===== src/rtl/exp2_pkg.sv =====
// Shared types and constants for the iterative 2^x unit.
package exp2_pkg;

  typedef enum logic [1:0] {
    IDLE,
    MUL,
    NORM,
    DONE
  } exp2_state_t;

  localparam logic [15:0] MANT_ONE = 16'h8000;

  // round(2^(2^-(k+1)) * 2^15), one per fraction bit, MSB first
  localparam logic [15:0] EXP2_C [5] = '{16'hB505, 16'h9838, 16'h8B96, 16'h85AB, 16'h82CE};

  function automatic logic [15:0] exp2_coef(input logic [2:0] k);
    case (k)
      3'd0:    return EXP2_C[0];
      3'd1:    return EXP2_C[1];
      3'd2:    return EXP2_C[2];
      3'd3:    return EXP2_C[3];
      3'd4:    return EXP2_C[4];
      default: return MANT_ONE;
    endcase
  endfunction

endpackage


===== src/rtl/exp2_mul_q15.sv =====
// Combinational Q1.15 multiply: y = (a * b) >> (W-1), truncated to W bits.
module exp2_mul_q15 #(
  parameter int W = 16
) (
  input  logic [W-1:0] a,
  input  logic [W-1:0] b,
  output logic [W-1:0] y
);

  logic [2*W-1:0] prod;

  assign prod = {{W{1'b0}}, a} * {{W{1'b0}}, b};
  assign y    = W'(prod >> (W - 1));

endmodule


===== src/rtl/exp2.sv =====
// Iterative antilog: U3.5 exponent in, 2^x as 8-bit integer out, one fraction bit per clock.
// Build option EXP2_ROUND_EN selects round-half-up in NORM instead of truncation.
module exp2
  import exp2_pkg::*;
#(
  parameter int FRAC_W = 5,
  parameter int MANT_W = 16
) (
  input  logic       clk,
  input  logic       reset,
  input  logic       h,
  input  logic [7:0] in,
  output logic       flag,
  output logic [7:0] out
);

  localparam int FB = MANT_W - 1;
  localparam int PW = MANT_W + 8;

  exp2_state_t       state;
  logic [7:0]        x_q;
  logic [MANT_W-1:0] m_q;
  logic [MANT_W-1:0] m_mul;
  logic [2:0]        k_q;
  logic              frac_bit;
  logic [PW-1:0]     p;
  logic [9:0]        ip;
  logic [7:0]        out_nxt;

  exp2_mul_q15 #(.W(MANT_W)) u_mul (
    .a(m_q),
    .b(exp2_coef(k_q)),
    .y(m_mul)
  );

  assign frac_bit = x_q[3'(FRAC_W - 1) - k_q];

  // Integer part of the exponent is a plain left shift of the mantissa.
  always_comb begin
    p  = PW'(m_q) << x_q[7:5];
    ip = 10'(p >> FB);
`ifdef EXP2_ROUND_EN
    ip = ip + 10'(p[FB-1]);
`endif
    out_nxt = (|ip[9:8]) ? 8'hFF : ip[7:0];
  end

  always_ff @(posedge clk or negedge reset) begin
    if (!reset) begin
      state <= IDLE;
      flag  <= 1'b0;
      out   <= 8'h00;
      m_q   <= MANT_ONE;
      k_q   <= 3'd0;
      x_q   <= 8'h00;
    end else begin
      case (state)
        IDLE: begin
          flag <= 1'b0;
          if (h) begin
            x_q   <= in;
            m_q   <= MANT_ONE;
            k_q   <= 3'd0;
            state <= MUL;
          end
        end
        MUL: begin
          if (frac_bit) m_q <= m_mul;
          k_q <= k_q + 3'd1;
          if (k_q == 3'(FRAC_W - 1)) state <= NORM;
        end
        NORM: begin
          out   <= out_nxt;
          flag  <= 1'b1;
          state <= DONE;
        end
        DONE: begin
          flag  <= 1'b0;
          state <= IDLE;
        end
        default: state <= IDLE;
      endcase
    end
  end

endmodule


===== config.mk =====
export PLATFORM = sky130hd
export DESIGN_NAME = exp2
export DESIGN_NICKNAME = d
export VERILOG_FILES = /design/src/rtl/exp2_pkg.sv /design/src/rtl/exp2_mul_q15.sv /design/src/rtl/exp2.sv
export SDC_FILE = /design/constraint.sdc
export NUM_CORES = 1
export LEC_CHECK = 0
export CORE_ASPECT_RATIO = 1.25
export CORE_UTILIZATION = 67
export CTS_BUF_LIST = sky130_fd_sc_hd__clkbuf_8
export DETAILED_ROUTE_END_ITERATION = 10
export PLACE_DENSITY = 0.89
export SYNTH_ARGS = -nofsm -noshare
export SYNTH_HDL_FRONTEND = slang
export SYNTH_SLANG_ARGS = --single-unit

===== constraint.sdc =====
create_clock -name clk -period 10 [get_ports clk]
set_input_delay 3 -clock clk [delete_from_list [all_inputs] [get_ports clk]]
set_output_delay 3 -clock clk [all_outputs]
set_load 0.03 [all_outputs]

Yosys cells after proc, flatten, opt, wreduce, memory -nomap -nowiden
Cells that the tools add are included.
{ "classes": {"add_sub_neg": 2, "multipliers": 1, "n_lt_le_gt_ge": 1, "eq_ne": 10, "n_shift": 1, "mux": 13, "n_reduce_logical": 9} }
{ "op_table": {"columns": ["op", "count"], "rows": [
  ["14-bit case mux with 5 select lines", 1],
  ["16-bit 2-to-1 mux", 2],
  ["16-bit case mux with 2 select lines", 1],
  ["16-bit by 16-bit multiplier with 31-bit output", 1],
  ["16-bit by 3-bit << shifter with 24-bit output", 1],
  ["8-bit 2-to-1 mux", 1],
  ["2-bit case mux with 4 select lines", 1],
  ["3-bit by 2-bit equality test with 1-bit output, second input constant", 2],
  ["2-bit != test, second input constant", 3],
  ["3-bit case mux with 2 select lines", 1],
  ["2-bit AND reduction", 3],
  ["2-bit equality test, second input constant", 2],
  ["3-bit by 4-bit less-than comparator with 1-bit output, second input constant", 1],
  ["2-bit 2-to-1 mux", 2],
  ["2-bit nonzero test", 2],
  ["3-bit by 1-bit adder with 3-bit output, second input constant", 1],
  ["1-bit binary-select mux with 3-bit select", 1],
  ["3-bit by 1-bit equality test with 1-bit output, second input constant", 1],
  ["3-bit equality test, second input constant", 1],
  ["3-bit zero test", 1],
  ["3-bit 2-to-1 mux", 1],
  ["3-bit AND reduction", 1],
  ["3-bit subtractor, first input constant", 1],
  ["2-bit by 1-bit equality test with 1-bit output, second input constant", 1],
  ["other kinds (4)", 4]
]} }
{ "totals": {"reg_bits": 38, "inputBits": 11, "out_inout_bits": 9, "elab_cells": 43} }

Depth between registers and ports, before layout
Gate-level depths: netlist of run 1.
{ "depth": {"word_depth": 5, "mapped_depth": 31} }

Modules after synthesis
A second synthesis of run 1 with hierarchy kept.
{ "unflattened": {"cells_unflattened": 1202, "hier_area_um2": 10576.4} }
{ "modules_own_cells": {"columns": ["mod", "instances", "cells_each", "area_each_um2", "seq_area_each_um2"], "rows": [
  ["exp2_mul_q15", 1, 965, 8305.5, 0.0],
  ["exp2", 1, 237, 2270.9, 952.2]
]} }

Worst setup path after synthesis of run 1
Ideal clock, no wire load.
{ "synth_timing": {"path_type": "reg2reg", "from": "register k_q[0]", "to": "register m_q[15]", "setup_ns": 0.077, "t_arrival_ns": 6.962, "setup_slack_ns": 2.961, "path_stages_with_launch": 30, "cell_sequence": "dfrtp_1 inv_1 ha_1 ha_1 clkbuf_1 nor2_1 nor2_1 clkbuf_1 nand2_1 fa_1 inv_1 fa_1 inv_1 fa_1 inv_1 fa_1 fa_1 inv_1 fa_1 inv_1 ha_1 a21oi_1 o211ai_1 a21oi_1 a31oi_4 a221oi_2 nor2_4 mux2i_1 o31ai_1 a21bo_1"} }
{ "synth_between": {"elab_chain_len": 5, "word_cells_on_any_way": 14} }
{ "synth_lines": {"columns": ["element", "line_no", "rtl"], "rows": [
  ["from (decl)", "exp2.sv:24", "logic [2:0] k_q;"],
  ["from (signal assigned)", "exp2.sv:69", "k_q <= k_q + 3'd1;"],
  ["3-bit equality test (tied with other cells)", "exp2_pkg.sv:17", "case (k)"],
  ["14-bit case mux with 5 select lines or 1-bit binary-select mux with 3-bit select (tied branches)", "exp2_pkg.sv:17, exp2.sv:36", null],
  ["16-bit by 16-bit multiplier with 31-bit output or 1-bit 2-to-1 mux (tied branches)", "exp2_mul_q15.sv:12, exp2.sv:36", null],
  ["16-bit 2-to-1 mux or 2-bit != test (tied branches)", null, null],
  ["16-bit case mux with 2 select lines or 3-bit AND reduction (tied branches)", null, null],
  ["to (signal assigned)", "exp2.sv:68", "if (frac_bit) m_q <= m_mul;"],
  ["to (decl)", "exp2.sv:22", "logic [MANT_W-1:0] m_q;"]
]} }
Parallel ways exist; a longest one is shown, timed or not. The select of a mux whose other input is x is not followed.
A chain may end at the register's enable or synchronous reset.

Final worst setup path of run 1
Ends and elaborated chain as after synthesis.

==> summary.txt, run 1 <==
Critical path
  • CP max FO: 21
  • Critical path class: flop to flop
  • CP Capture Type: flop
  • Worst EP required: approximately 10 ns
  • Crit start category: flop
  • Arr. time, crit path: 8.71 ns

Yosys
  • Syn Nets: roughly 1400
  • Post-Syn Area: ~10000 sq um
  • Synth unique cells: 55
  • Largest cells by area after synthesis: fa_1 (36%), ha_1 (16%), inv_1 (11%)
  • Mean area per synthesized cell: just under 9 sq um
  • Area leader, netlist: fa_1
  • Prevailing post-synth register cell: dfrtp_1
  • Yosys top cell area share: 36.3%
  • Synth Register Bits: 38
  • Synth Warn #: 0
  • Count of flip-flops with a built-in enable after synthesis: 0
  • Sequential area share after synthesis: under 10%
  • Async set or reset register ratio after synthesis: 100%
  • Gate Count Post-Synth: ~1100

Timing
  • F_max: between 0.1 and 0.15 GHz
  • Hold Slack: approximately 0.51 ns
  • Final Skew: 0.00774 ns
  • RSZ-0062 raised after global routing: no
  • Setup TNS Final: 0 ns
  • Endpoints failing setup: 0
  • Worst Max-Slew Pin Slew: between 1 and 1.5 ns
  • Final period utilization: roughly 85%
  • Slew margin rel.: between 10% and 20%
  • Final count of hold timing violations: 0
  • Slew Viols, Final: 0
  • Final min period: roughly 8.5 ns

Place
  • IO buf count: 19
  • HPWL after DPL: approximately 20000 um
  • Final Wtd Congestion: just over 1

Global routing
  • Total gr overflow: 0
  • Largest net degree at the start of global routing: 39
  • Initial antenna violation count: 0
  • First-pass GRT wire length: ~40000 um
  • Total GRT Usage: 35.9%
  • Vias in the first global route: roughly 8000

Drt
  • Vias: 7457
  • Remaining antenna violation count: 0
  • DRC violation total after the first TritonRoute iteration: 604
  • Drt total wl: approximately 24000 um
  • DRC violations left: 0
  • Routed len/inst: around 19 um
  • Vias per inst: 5.90
  • 1st-pass router iterations: 6

Clock network
  • Root buffer cell: clkbuf_8
  • CTS Buf Count: 5
  • Cts hold-fix bufs: 0
  • Worst-path clk slew: 0.08 ns
  • Post-cts resize count: 0
  • CTS tree: done
  • Worst skew pair latency: ~0.30 ns
  • Setup bufs post-CTS: 0
  • Clock Sink Count: 38
  • CTS H-tree lvls: 2
  • Longest Clk Path Bufs: 2

Floorplan
  • Die Ht: between 100 and 150 um
  • Chip width: between 100 and 150 um
  • Die footprint: between 15000 and 20000 sq um
  • Initial core utilization: 69.7%
  • Io pins: 20
  • Num rows: between 40 and 50
  • Core ar.: 14000 sq um

Cells and area
  • Area delta synth->final: 4.32%
  • Post-layout nets: ~1400
  • Layout cell share with drive strength beyond 1: just under 4%
  • Diode count: 0
  • FILL cells: a little under 1000

Outcome
  • Status: completed

Run
  • Max_cap viols: 0

Hold path
  • Hold crit path type: flop to flop
## registers in the layout, summed over array words and instances, names as in the netlist
name and count:
flag 1, k_q 3, m_q 16, out 8, state 2, x_q 8
## synth_stat cells (all sizes together) (7+ instances only)
cell and number:
inv 297, fa 177, nand2 131, ha 122, and2 74, dfrtp 37
a21oi 34, o21ai 32, clkbuf 30, nor2 27, a21o 13, mux2 12
nand4 11, mux2i 10, xor2 10, xnor2 8, nand3 7, nor2b 7
## logic make-up (layout without fill, tap and decap cells)
logic type	after synthesis	in the layout	synth area share (%)
AOI/OAI and AO/OA	108	108	7.04
muxes	24	24	2.87
and+or+nand+nor	274	274	13.8
xor gates and xnor gates	18	18	1.62
DFF	38	38	9.76
adders and majority gates	299	299	52.0
buffers and inverters	332	327	12.9
## final cells by class
| cell class | instances | area [sq um] | area share, % |
|---|---|---|---|
| clock buffers | 6 | 82.6 | 0.812 |
| flip-flops and latches | 38 | 952 | 9.36 |
| well taps | 175 | 219 | 2.15 |
| inverters | 297 | 1110 | 11.0 |
| clock inverters | 2 | 60.1 | 0.590 |
| multi-input cells | 723 | 7540 | 74.1 |
| repair buffers | 22 | 208 | 2.04 |
## through the flow
step / util [%] / setup slack [ns] / instance area [sq um] / std cells
after floorplan: - / 2.96 / 9750 / 1093
after global placement: 71.7 / 2.05 / 10000 / 1255
after detailed placement: 71.7 / 1.74 / 10000 / 1255
after CTS: 72.7 / 1.69 / 10200 / 1263
after global routing: 72.7 / 1.24 / 10200 / 1263
final: 72.7 / 1.53 / 10200 / 1263
## path summary, 6_finish.rpt
check / start / end / slack, ns / cells after the start
worst max-delay path: k_q[0] / m_q[15] / 1.53 / 26
worst min-delay path: x_q[2] / x_q[2] / 0.51 / 1
worst max register to register: k_q[0] / m_q[15] / 1.53 / 26
worst min register to register: x_q[2] / x_q[2] / 0.51 / 1
max in group asynchronous: reset / m_q[13] / 6.64 / 1
min in group asynchronous: reset / m_q[1] / 2.81 / 1
## cell usage in the layout, fill, tap and decap left out, types with 5 or more instances in the layout
cell type          n
a21o_1            12
a21oi_1           34
and2_1            73
clkbuf_8           6
clkdlybuf4s50_1   18
dfrtp_1           37
fa_1             177
ha_1             122
inv_1            297
mux2_2            12
mux2i_1           10
nand2_1          131
nand3_1            7
nand4_1           10
nor2_1            26
nor2b_1            6
o21a_1             5
o21ai_0           31
xnor2_1            8
xor2_1            10
## metal layers
layer	up-vias	share of wire, %	GRT usage [%]
met3	141	6.9	6.71
met5	-	0	0
met4	0	9.7	27.0
met1	3656	35	42.4
met2	363	49	57.9
li1	3297	-	-
## worst max-delay path: stages, from the launching register on
cell and delay [ns]:
dfrtp_1 0.48, inv_1 0.13, ha_1 0.29, ha_1 0.69, nor2_1 0.15, nor2_1 1.03, and2_1 0.28, nor2_1 0.08
fa_1 0.51, fa_1 0.54, inv_1 0.05, fa_1 0.48, fa_1 0.50, fa_1 0.49, inv_1 0.05, fa_1 0.48
inv_1 0.04, ha_1 0.33, a21oi_1 0.19, o211ai_1 0.11, a21oi_1 0.23, a31oi_4 0.17, a221oi_2 0.38, nor2_4 0.11
mux2i_1 0.15, o31ai_1 0.25, a21bo_1 0.23
Power of run 1 is left out: the tool's default activity adds up to more than one toggle a clock period on the data nets, which glitch-free logic cannot reach.
==> run 2: changes to the inputs <==
==> constraint.sdc (replaced) <==
create_clock -name clk -period 7.9 [get_ports clk]
set_input_delay 2.37 -clock clk [delete_from_list [all_inputs] [get_ports clk]]
set_output_delay 2.37 -clock clk [all_outputs]
set_load 0.03 [all_outputs]
==> run 2 against run 1 <==
Register-to-register slack worse by 1.2 ns; sequential share of layout area hardly changed; core utilization up 0.42 points; clock-buffer cell count stayed put; routed wire length is 2.7% higher; cell area is 0.58% higher.
==> summary.txt, run 2 (synthesized netlist as in run 1, its figures left out) <==
Outcome
  • Status: completed

Place
  • HPWL after DPL: 20600 um (+1.5%)
  • IO buf count: 19 (unchanged)
  • Final Wtd Congestion: 1.04 (+1.3%)

Cells and area
  • Most frequent cells in the layout: inv_1 (297), fa_1 (177), nand2_1 (131)
  • Biggest regs: m_q (16), out (8), x_q (8)
  • Most common cell after layout, fill and taps aside: inv_1
  • Area delta synth->final: 4.93%
  • Layout cell share with drive strength beyond 1: 4.76% (+0.81 points)
  • Top reg by flops: m_q
  • Post-layout nets: 1402 (+0.36%)
  • Max reg flops: 16 (unchanged)
  • Diode count: 0 (unchanged)

Clock network
  • Clock Sink Count: 38 (unchanged)
  • CTS H-tree lvls: 2 (unchanged)
  • Cts hold-fix bufs: 0 (unchanged)
  • Longest Clk Path Bufs: 2 (unchanged)
  • Worst skew pair latency: 0.30 ns (about the same)
  • Root buffer cell: clkbuf_8
  • Setup bufs post-CTS: 0 (unchanged)
  • CTS tree: done
  • Worst-path clk slew: 0.09 ns (about the same)
  • CTS Buf Count: 5 (unchanged)

Critical path
  • CP max-delay cell: fa_1
  • Most common cell on crit path: fa_1
  • RR Endpoint: m_q[15]
  • Crit start category: flop
  • Arr. time, crit path: 7.80 ns (-0.91 ns)
  • Critical path class: flop to flop
  • Slowest stage delay, CP: 0.55 ns (-0.48 ns)
  • CP max FO: 9 (-57%)
  • R2R Setup Slk: 0.34 ns (-1.18 ns)
  • Critical path origin: k_q[0]
  • R2R depth: 28 (+7.7%)
  • Reg2reg start: k_q[0]
  • CP Capture Type: flop
  • Worst EP required: 8.14 ns (-2.09 ns)

Drt
  • Routed len/inst: 19.6 um (+2.3%)
  • DRC violations left: 0 (unchanged)
  • Drt total wl: 24800 um (+2.7%)
  • Remaining antenna violation count: 0 (unchanged)
  • DRC violation total after the first TritonRoute iteration: 594 (-1.7%)
  • Vias: 7476 (+0.25%)
  • 1st-pass router iterations: 6 (unchanged)
  • Vias per inst: 5.90 (-0.14%)

Global routing
  • Initial antenna violation count: 0 (unchanged)
  • First-pass GRT wire length: 40300 um (+0.72%)
  • Largest net degree at the start of global routing: 39 (unchanged)
  • Vias in the first global route: 8031 (+0.83%)
  • Total gr overflow: 0 (unchanged)
  • Total GRT Usage: 36.5% (+0.57 points)

Floorplan
  • Num rows: 48 (unchanged)
  • Die footprint: 15000 sq um (unchanged)
  • Initial core utilization: 69.7% (unchanged)
  • Die Ht: 137 um (unchanged)
  • Core ar.: 14000 sq um (unchanged)
  • Chip width: 110 um (unchanged)
  • Io pins: 20 (unchanged)

Timing
  • Final min period: 7.56 ns (-0.918 ns)
  • Worst Max-Slew Pin Slew: 0.896 ns (-0.416 ns)
  • Setup TNS Final: 0 ns (unchanged)
  • RSZ-0062 raised after global routing: no
  • Endpoints failing setup: 0 (unchanged)
  • Final count of hold timing violations: 0 (unchanged)
  • Final Skew: 0.0128 ns (+0.00504 ns)
  • Slew margin rel.: 40.3% (+28 points)
  • Slew Viols, Final: 0 (unchanged)
  • F_max: 0.132 GHz (+12%)
  • Final period utilization: 95.7% (+11 points)

Hold path
  • Hold crit path type: flop to flop
  • Hold depth: 1 (unchanged)
  • HP Start: x_q[3]
  • Hold endpoint: x_q[3]

Run
  • Max_cap viols: 0 (unchanged)
==> run 2: cell types whose count changed in the layout (fill, tap and decap cells not counted) <==
cell | before | now
buf_4 | 3 | 8
nor2_2 | 0 | 2
a221oi_2 | 1 | 0
a21oi_1 | 34 | 33
a21oi_2 | 0 | 1
dfrtp_2 | 0 | 1
a221oi_4 | 0 | 1
nor2_1 | 26 | 24
dfrtp_1 | 37 | 36
==> run 2: routing by layer <==
layer  vias to the layer above  GRT usage [%]  share of wire (%)
met1                      3643           41.6                 34
met3                       141           8.90                8.6
met4                         0           28.5                9.3
met2                       389           58.4                 48
met5                         -              0                  0
li1                       3303              -                  -
==> run 2: cell type report <==
cell class | count | area (sq um)
tap | 175 | 219
timing repair buffer | 27 | 245
clock buffer | 6 | 82.6
inverter | 297 | 1110
sequential | 38 | 953
clock inverter | 2 | 60.1
multi-input combinational | 723 | 7560
fill | 986 | 3760
==> run 2: worst max path at each step <==
stage,cells past startpoint,endpoint,slack (ns)
5_1_grt,31,m_q[9],0.02
3_3_place_gp,28,m_q[15],0.51
3_5_place_dp,28,m_q[15],0.33
4_1_cts,28,m_q[15],0.29
6_report,28,m_q[15],0.34
2_1_floorplan,29,m_q[15],0.86
==> run 2: repair_timing <==
item / CTS / global route
endpoints found under the setup margin: 0 / 7
endpoints found under the hold margin: 0 / 0
resized for setup: 0 / 5
==> run 2: critical path, delay by kind of cell (launching register included) <==
kind            cells  cell delay [ns]
fa+ha+maj           8             3.64
compound gates      7             1.48
simple gates        7             1.47
flops               1             0.45
buf+inv             5             0.30
mux                 1             0.15
==> run 2: through the flow <==
step | worst slack [ns] | hold slack, ns | std cells | utilization (%) | instance area (sq um)
6_report | 0.343 | 0.516 | 1268 | 73.1 | 10200
5_1_grt | 0.0240 | 0.527 | 1268 | 73.1 | 10200
4_1_cts | 0.287 | 0.519 | 1268 | 73.0 | 10200
3_5_place_dp | 0.334 | 0.494 | 1260 | 72.0 | 10100
3_3_place_gp | 0.512 | 0.484 | 1260 | 72.0 | 10100
2_1_floorplan | 0.861 | 0.474 | 1093 | - | 9750
Power of run 2 is left out for the same reason.
==> run 3: changes to the inputs <==
--- a/config.mk
+++ b/config.mk
@@ -5,8 +5,10 @@
 export SDC_FILE = /design/constraint.sdc
 export NUM_CORES = 1
 export LEC_CHECK = 0
+export CELL_PAD_IN_SITES_DETAIL_PLACEMENT = 1
+export CELL_PAD_IN_SITES_GLOBAL_PLACEMENT = 1
 export CORE_ASPECT_RATIO = 1.25
-export CORE_UTILIZATION = 67
+export CORE_UTILIZATION = 52
 export CTS_BUF_LIST = sky130_fd_sc_hd__clkbuf_8
 export DETAILED_ROUTE_END_ITERATION = 10
 export PLACE_DENSITY = 0.89
==> run 3 against run 2 <==
Non-clock buffer count is 5 higher; core utilization is 16 points lower; sequential cell count is the same; die area up 28%; cell area up 1.1%; global-route usage shrank 3.8 points; worst hold slack improved by 0.0062 ns; sequential share of layout area shrank 0.097 points; setup slack worse by 0.091 ns; register-to-register slack got worse by 0.09 ns; clock-buffer cell count unchanged; critical path depth increased by 1; largest cell class unchanged.
==> summary.txt, run 3 (synthesized netlist as in run 1, its figures left out) <==
Timing
  • Final period utilization: 96.8% (+1.1 points)
  • F_max: 0.131 GHz (-1.2%)
  • Setup TNS Final: 0 ns (unchanged)
  • Endpoints failing setup: 0 (unchanged)
  • Final Skew: 0.0159 ns (+0.00311 ns)
  • Slew Viols, Final: 0 (unchanged)
  • Worst Max-Slew Pin Slew: 0.971 ns (+0.0751 ns)
  • Final count of hold timing violations: 0 (unchanged)
  • Slew margin rel.: 34.7% (-5.5 points)
  • Final min period: 7.65 ns (+0.0907 ns)

Cells and area
  • Layout cell share with drive strength beyond 1: 5.01% (+0.25 points)
  • Post-layout nets: 1407 (+0.36%)
  • Most frequent cells in the layout: inv_1 (297), fa_1 (177), nand2_1 (131)
  • Biggest regs: m_q (16), out (8), x_q (8)
  • Area delta synth->final: 6.03%
  • Multi-input logic area: 7560 sq um (about the same)
  • Diode count: 0 (unchanged)
  • Register area: 953 sq um (unchanged)
  • Fin cells: 1326 (+4.6%)
  • Most common cell after layout, fill and taps aside: inv_1
  • Max reg flops: 16 (unchanged)
  • FILL cells: 2120 (+120%)
  • Top reg by flops: m_q
  • Fin util: 56.7% (-16 points)

Global routing
  • Total GRT Usage: 32.7% (-3.8 points)
  • Vias in the first global route: 8818 (+9.8%)
  • Initial antenna violation count: 0 (unchanged)
  • First-pass GRT wire length: 47600 um (+18%)
  • Largest net degree at the start of global routing: 39 (unchanged)
  • Total gr overflow: 0 (unchanged)

Floorplan
  • Chip width: 124 um (+13%)
  • Core ar.: 18200 sq um (+30%)
  • Num rows: 55 (+15%)
  • Die footprint: 19300 sq um (+28%)
  • Die Ht: 155 um (+13%)
  • Io pins: 20 (unchanged)
  • Initial core utilization: 53.5% (-16 points)

Place
  • IO buf count: 19 (unchanged)
  • Placed insts: 1315 (+4.4%)
  • Final Wtd Congestion: 0.926 (-11%)
  • HPWL after DPL: 25200 um (+23%)

Critical path
  • Most common cell on crit path: fa_1
  • Arr. time, crit path: 7.91 ns (+0.11 ns)
  • Crit start category: flop
  • Slowest stage delay, CP: 0.54 ns (about the same)
  • CP max FO: 9 (unchanged)
  • CP max-delay cell: fa_1
  • Worst EP required: 8.17 ns (+0.03 ns)
  • CP Capture Type: flop
  • Critical path class: flop to flop

Run
  • Max_cap viols: 0 (unchanged)

Clock network
  • CTS Buf Count: 5 (unchanged)
  • Cts hold-fix bufs: 0 (unchanged)
  • Worst-path clk slew: 0.10 ns (about the same)
  • CTS tree: done
  • Clock Sink Count: 38 (unchanged)
  • CTS H-tree lvls: 2 (unchanged)
  • Worst skew pair latency: 0.33 ns (+0.03 ns)
  • Root buffer cell: clkbuf_8
  • Longest Clk Path Bufs: 2 (unchanged)

Drt
  • DRC violation total after the first TritonRoute iteration: 388 (-35%)
  • Vias per inst: 5.79 (-1.8%)
  • Routed len/inst: 23.1 um (+18%)
  • Drt total wl: 30600 um (+23%)
  • Vias: 7679 (+2.7%)
  • DRC violations left: 0 (unchanged)
  • 1st-pass router iterations: 5 (-1)
  • Remaining antenna violation count: 0 (unchanged)

Outcome
  • Status: completed

Hold path
  • Hold crit path type: flop to flop
==> run 3: layout make-up <==
class | instances | share of cell area, %
Tap cell | 228 | 2.76
Clock inverter | 2 | 0.581
Clock buffer | 6 | 0.799
Multi-Input combinational cell | 723 | 73.1
Inverter | 297 | 10.8
Sequential cell | 38 | 9.22
Timing Repair Buffer | 32 | 2.73
==> run 3: path summary, 6_finish.rpt <==
check	end	slack, ns	from	cells after the start
worst max-delay path	m_q[15]	0.25	k_q[0]	29
min in group asynchronous	state[1]	2.19	reset	1
worst min-delay path	out[1]	0.52	out[1]	1
worst min register to register	out[1]	0.52	out[1]	1
max in group asynchronous	k_q[0]	5.05	reset	1
worst max register to register	m_q[15]	0.25	k_q[0]	29
==> run 3: stage by stage <==
stage	hold WS (ns)	setup WS [ns]	area, sq um
finish	0.522	0.253	10300
CTS	0.514	0.0815	10300
global route	0.556	-0.00563	10300
floorplan	0.474	0.861	9750
detailed placement	0.494	0.118	10100
global placement	0.492	0.483	10100
==> run 3: critical path, delay by kind of cell, from the launching register on <==
family,cells,cell delay [ns]
buffers and inverters,6,0.55
flip-flops,1,0.44
AND/OR/NAND/NOR,7,1.23
AO/OA/AOI/OAI,7,1.50
adder cells (fa/ha/maj),8,3.69
multiplexers,1,0.15
==> run 3: timing repair <==
item	in CTS	in global routing
endpoints found under the setup margin	0	10
gates resized for setup	0	4
buffers inserted	0	3
==> run 3: routing by layer <==
layer | part of all wire (%) | GRT usage (%)
met5 | 0 | 0
met4 | 7.6 | 22.6
met3 | 3.4 | 2.99
met2 | 55 | 61.6
met1 | 34 | 34.3
Power of run 3 is left out for the same reason.
